$ cat src/rtl/mem_access_ctrl.sv
// MEM-stage load/store controller: req/ack data bus with byte lanes, load extension, timeout and misalign flags.
// Latency: IDLE, then BUS until ack or timeout, then DONE (3 cycles minimum). Stalls the pipeline while the bus is outstanding.
module mem_access_ctrl #(
    parameter int DATA_W  = 32,
    parameter int TIMEOUT = 16
) (
    input  logic              clk,
    input  logic              rst,
    input  logic              mem_read_M,
    input  logic              mem_write_M,
    input  logic [1:0]        size_M,
    input  logic              sign_ext_M,
    input  logic [DATA_W-1:0] addr_M,
    input  logic [DATA_W-1:0] wdata_M,
    output logic              stall_M,
    output logic [DATA_W-1:0] memory_data_out,
    output logic              misalign_M,
    output logic              bus_err_M,
    output logic              bus_req,
    output logic              bus_we,
    output logic [DATA_W-1:0] bus_addr,
    output logic [3:0]        bus_be,
    output logic [DATA_W-1:0] bus_wdata,
    input  logic              bus_ack,
    input  logic [DATA_W-1:0] bus_rdata
);
    localparam int CNT_W = $clog2(TIMEOUT) + 1;
    localparam logic [CNT_W-1:0] CNT_LAST = CNT_W'(TIMEOUT - 1);

    typedef enum logic [1:0] {IDLE, BUS, DONE} state_t;

    state_t            state;
    logic [CNT_W-1:0]  cnt;
    logic [1:0]        size_q;
    logic [1:0]        lo_q;
    logic              sign_q;

    logic              access;
    logic              misaligned;
    logic              start;
    logic [3:0]        be_next;
    logic [DATA_W-1:0] wdata_next;
    logic [7:0]        byte_sel;
    logic [15:0]       half_sel;
    logic [DATA_W-1:0] load_data;

    always_comb begin
        access = mem_read_M | mem_write_M;
        case (size_M)
            2'b00:   misaligned = 1'b0;
            2'b01:   misaligned = addr_M[0];
            default: misaligned = |addr_M[1:0];
        endcase
        start = (state == IDLE) && access && !misaligned;
    end

    // Reset overrides the combinational start so the pipeline never stalls under reset.
    assign stall_M = !rst && (start || (state == BUS));

    always_comb begin
        case (size_M)
            2'b00: begin
                be_next    = 4'b0001 << addr_M[1:0];
                wdata_next = {4{wdata_M[7:0]}};
            end
            2'b01: begin
                be_next    = addr_M[1] ? 4'b1100 : 4'b0011;
                wdata_next = {2{wdata_M[15:0]}};
            end
            default: begin
                be_next    = 4'b1111;
                wdata_next = wdata_M;
            end
        endcase
    end

    always_comb begin
        byte_sel = bus_rdata[{lo_q, 3'b000} +: 8];
        half_sel = lo_q[1] ? bus_rdata[31:16] : bus_rdata[15:0];
        case (size_q)
            2'b00:   load_data = {{(DATA_W-8){sign_q & byte_sel[7]}}, byte_sel};
            2'b01:   load_data = {{(DATA_W-16){sign_q & half_sel[15]}}, half_sel};
            default: load_data = bus_rdata;
        endcase
    end

    always_ff @(posedge clk) begin
        if (rst) begin
            state           <= IDLE;
            cnt             <= '0;
            size_q          <= '0;
            lo_q            <= '0;
            sign_q          <= 1'b0;
            memory_data_out <= '0;
            misalign_M      <= 1'b0;
            bus_err_M       <= 1'b0;
            bus_req         <= 1'b0;
            bus_we          <= 1'b0;
            bus_addr        <= '0;
            bus_be          <= '0;
            bus_wdata       <= '0;
        end else begin
            misalign_M <= 1'b0;
            bus_err_M  <= 1'b0;
            case (state)
                IDLE: begin
                    if (start) begin
                        state     <= BUS;
                        cnt       <= '0;
                        size_q    <= size_M;
                        lo_q      <= addr_M[1:0];
                        sign_q    <= sign_ext_M;
                        bus_req   <= 1'b1;
                        bus_we    <= !mem_read_M;
                        bus_addr  <= {addr_M[DATA_W-1:2], 2'b00};
                        bus_be    <= be_next;
                        bus_wdata <= wdata_next;
                    end else if (access) begin
                        misalign_M <= 1'b1;
                    end
                end
                BUS: begin
                    // Ack is checked first so a last-cycle ack beats the timeout.
                    if (bus_ack) begin
                        if (!bus_we) memory_data_out <= load_data;
                        bus_req <= 1'b0;
                        state   <= DONE;
                    end else if (cnt == CNT_LAST) begin
                        if (!bus_we) memory_data_out <= '0;
                        bus_err_M <= 1'b1;
                        bus_req   <= 1'b0;
                        state     <= DONE;
                    end else begin
                        cnt <= cnt + 1'b1;
                    end
                end
                DONE:    state <= IDLE;
                default: state <= IDLE;
            endcase
        end
    end
endmodule

$ cat config.mk
export PLATFORM = sky130hd
export DESIGN_NAME = mem_access_ctrl
export DESIGN_NICKNAME = d
export VERILOG_FILES = /design/src/rtl/mem_access_ctrl.sv
export SDC_FILE = /design/constraint.sdc
export NUM_CORES = 1
export LEC_CHECK = 0
export CORE_MARGIN = 2
export CORE_UTILIZATION = 45
export CTS_CLUSTER_DIAMETER = 120
export DETAILED_ROUTE_END_ITERATION = 10
export GPL_ROUTABILITY_DRIVEN = 0
export HOLD_SLACK_MARGIN = 0.06
export PLACE_DENSITY_LB_ADDON = 0.12
export REMOVE_ABC_BUFFERS = 1
export SLEW_MARGIN = 5
export SYNTH_ARGS = -nofsm -noshare
export SYNTH_HDL_FRONTEND = slang
export SYNTH_SLANG_ARGS = --single-unit
$ cat constraint.sdc
create_clock -name clk -period 2.9 [get_ports clk]
set_input_delay 0.29 -clock clk [delete_from_list [all_inputs] [get_ports clk]]
set_output_delay 0.29 -clock clk [all_outputs]
set_load 0.01 [all_outputs]
==> metrics.md <==
| Metric | Value |
|---|---|
| # clock sinks | 114 |
| Clk Latency, worst-skew pair | 0.41 ns |
| Layout area overhead | 52.1% |
| XOR/XNOR share of the synthesized area | 0.00516 |
| Top-area cell type share of the netlist area | 0.448 |
| Die Y | 110 microns |
| Most common cell after layout, fill and taps aside | clkdlybuf4s50_1 |
| Fill count | 847 |
| Hold crit path type | in -> reg |
| Compound-Gate Fraction of Synth Area | 0.257 |
| Minimum clock period | 2.47 ns |
| Clock power share | 0.431 |
| Crit. End Element | output pin |
| Net Sw Power | 1.15 mW |
| Share of the yosys chip area belonging to registers | 0.448 |
| Int Pwr | 3.39 mW |
| RSZ-0062 raised after global routing | false |
| # rows | 38 |
| Antenna Cells | 0 |
| Post-Syn Instances | 574 |
| Comb power frac | 0.186 |
| Crit path kind | in -> out |
| Startpoint types | input port |
| Status | finished clean |
| Data required, critical path | 2.61 ns |
| Leak pwr | 2.85 nW |
| CORE AREA | 0.0109 sq mm |
| Crit-path max FO | 10 |
| Power Dens Cells | 585 mW/mm^2 |
| Num CTS Buffers | 17 |
| Total vias in the final route | 4963 |
| Drt first pass iters | 7 |
| Crit-path cells | clkdlybuf4s50_1, a21oi_1, o221ai_4, a21oi_1, clkdlybuf4s50_1 |
| Syn Std Cell Area | 0.00509 sq mm |
| # setup viols final | 0 |
| Mean Syn Cell Area | 8.88 sq um |
| Main synth FF type | dfxtp_1 |
| Synth area leaders | dfxtp_1 45%, nand2_1 8.8%, a21oi_1 7.4% |
| Final Hold Fails | 0 |
| Initial Util | 0.466 |
| Num ports | 209 |
| Clk_skew | 0.00604 ns |
| Clock Tree Buf Depth | 2 |
| First-pass GRT wire length | 24600 microns |
| Fraction of layout cells with a size suffix above 1 | 0.0970 |
| Dpl hpwl | 10500 microns |
| Number of global-route vias before repair | 4878 |
| Slowest CP cell | clkdlybuf4s50_1 |
| Slew margin rel. | 0.156 |
| Synth warn | 0 |
| 1st-iter DRT viols | 260 |
| Per-cell routed wire length | 16.7 microns |
| Leading area contributor after synthesis | dfxtp_1 |
| Post-synth cell types | 49 |
| Post-route ant nets | 0 |
| Bufs and invs on worst path | 2 |
| Slew Limit Fails | 0 |
| Reg clk slew, reported paths | 0.05 ns |
| DP Cell Count | 882 |
| Nets | 867 |
| Synthesis-stage register bit count | 114 |
| Final wirelength | 15200 microns |
| Die width | 110 microns |
| Final hold slack | 0.209 ns |
| Drt drc | 0 |
| Largest family of logic cells by synthesized area | compound AO/OA/AOI/OAI gates |
| Final setup margin | 0.429 ns |
| CTS Hold Bufs | 0 |
| Number of max-cap violations | 0 |
| Commonest cells after routing, fill and taps aside | 205 x clkdlybuf4s50_1, 119 x nand2_1, 114 x dfxtp_1, 75 x a21oi_1, 30 x o21ai_0 |
| Initial antenna violation count | 0 |
| Global route overflow | 0 |
| CTS tree | built |
| Post-Synth Adder-Cell Area | 0.00491 |
| Gr usage total | 0.246 |
| Maximum VDD drop | 0.390 mV |
| Port-buffer cells | 206 |
| Async set-or-reset flop fraction in the synthesized netlist | 0 |
| Final non-filler cell total | 913 |
| Final period util | 0.852 |
| Fmax achieved | 405 MHz |
| Number of flops mapped to enable cells by yosys | 0 |
| Routed vias/inst | 5.44 |
| Postcts setup bufs | 0 |
| Least-Margin Pin Slew | 1.26 ns |
| Die Area | 0.0122 sq mm |
| Delay of the slowest critical-path stage | 0.57 ns |
| Register share of total power | 0.382 |
| Crit path DAT | 2.18 ns |
| CTS H-tree depth | 4 |
| Resize count post-CTS | 0 |
| Proportion of synthesized area in mux cells | 0.0715 |
| Simple-Gate Fraction of Synth Area | 0.158 |
| Clock Tree Root | clkbuf_16 |
| Sw frac | 0.253 |
| Cell family with most CP delay | buffers and inverters |
| Pre-CTS setup slack | 0.370 ns |
| Largest net degree at the start of global routing | 77 |
## layout make-up
| cell class | instances | area (sq um) | share of cell area |
|---|---|---|---|
| Tap cell | 140 | 175 | 0.0226 |
| Clock buffer | 26 | 509 | 0.0657 |
| Multi-Input combinational cell | 406 | 2560 | 0.330 |
| Timing Repair Buffer | 218 | 2160 | 0.279 |
| Sequential cell | 114 | 2280 | 0.294 |
| Inverter | 4 | 15.0 | 0.00194 |
| Clock inverter | 5 | 50.0 | 0.00646 |
## power groups by stage
stage / logic (mW) / registers [mW] / clock network [mW]
2_1_floorplan: 0.310 / 1.81 / 0
3_3_place_gp: 0.825 / 1.76 / 0
3_5_place_dp: 0.842 / 1.76 / 0
4_1_cts: 0.847 / 1.73 / 1.98
5_1_grt: 0.914 / 1.74 / 2.06
6_report: 0.845 / 1.73 / 1.96
## synth_stat cells, drive strengths merged (3+ instances only)
cell type and number:
clkbuf 16, o21ai 32, dfxtp 114, nand2b 5
mux2i 24, a311oi 9, nor2b 8, a21oi 75
mux2 9, a22o 9, xor2 3, nor3 5
nor2 28, nor4b 4, buf 35, a211oi 17
o2bb2ai 24, nand2 119, a221oi 3, a222oi 7
inv 4
## metrics by stage
stage / util / instance area, sq um / total power, mW / TNS [ns]
3_5_place_dp: 0.658 / 7190 / 2.60 / 0
6_report: 0.709 / 7750 / 4.53 / 0
3_3_place_gp: 0.658 / 7190 / 2.58 / 0
2_1_floorplan: - / 4830 / 2.12 / -0.267
4_1_cts: 0.709 / 7750 / 4.56 / 0
5_1_grt: 0.709 / 7750 / 4.72 / 0
## sequential cells by signal (all words and copies together), names as in the netlist
register         count
bus_we               1
misalign_M           1
bus_err_M            1
lo_q                 2
bus_wdata           32
cnt                  5
sign_q               1
bus_req              1
memory_data_out     32
size_q               2
state                2
bus_be               4
bus_addr            30
## final timing paths
kind	end	start	cells after the start	slack [ns]
min	bus_req	rst	2	0.21
min reg2reg	bus_addr[9]	bus_addr[9]	2	0.45
max	stall_M	addr_M[0]	5	0.43
max reg2reg	cnt[3]	cnt[0]	7	0.74
## kinds of logic after synthesis
| family | after synthesis |
|---|---|
| AOI/OAI and AO/OA | 186 |
| xor gates and xnor gates | 3 |
| adders and majority gates | 2 |
| buffers and inverters | 55 |
| DFF | 114 |
| muxes | 34 |
| other | 1 |
| and+or+nand+nor | 179 |
## routing by layer
| metal | wire [microns] | GRT usage |
|---|---|---|
| met5 | 0 | 0 |
| met4 | 335 | 0.0975 |
| met2 | 7230 | 0.394 |
| met1 | 6360 | 0.295 |
| met3 | 1310 | 0.100 |
No activity file was read; power rests on OpenSTA's default activity.
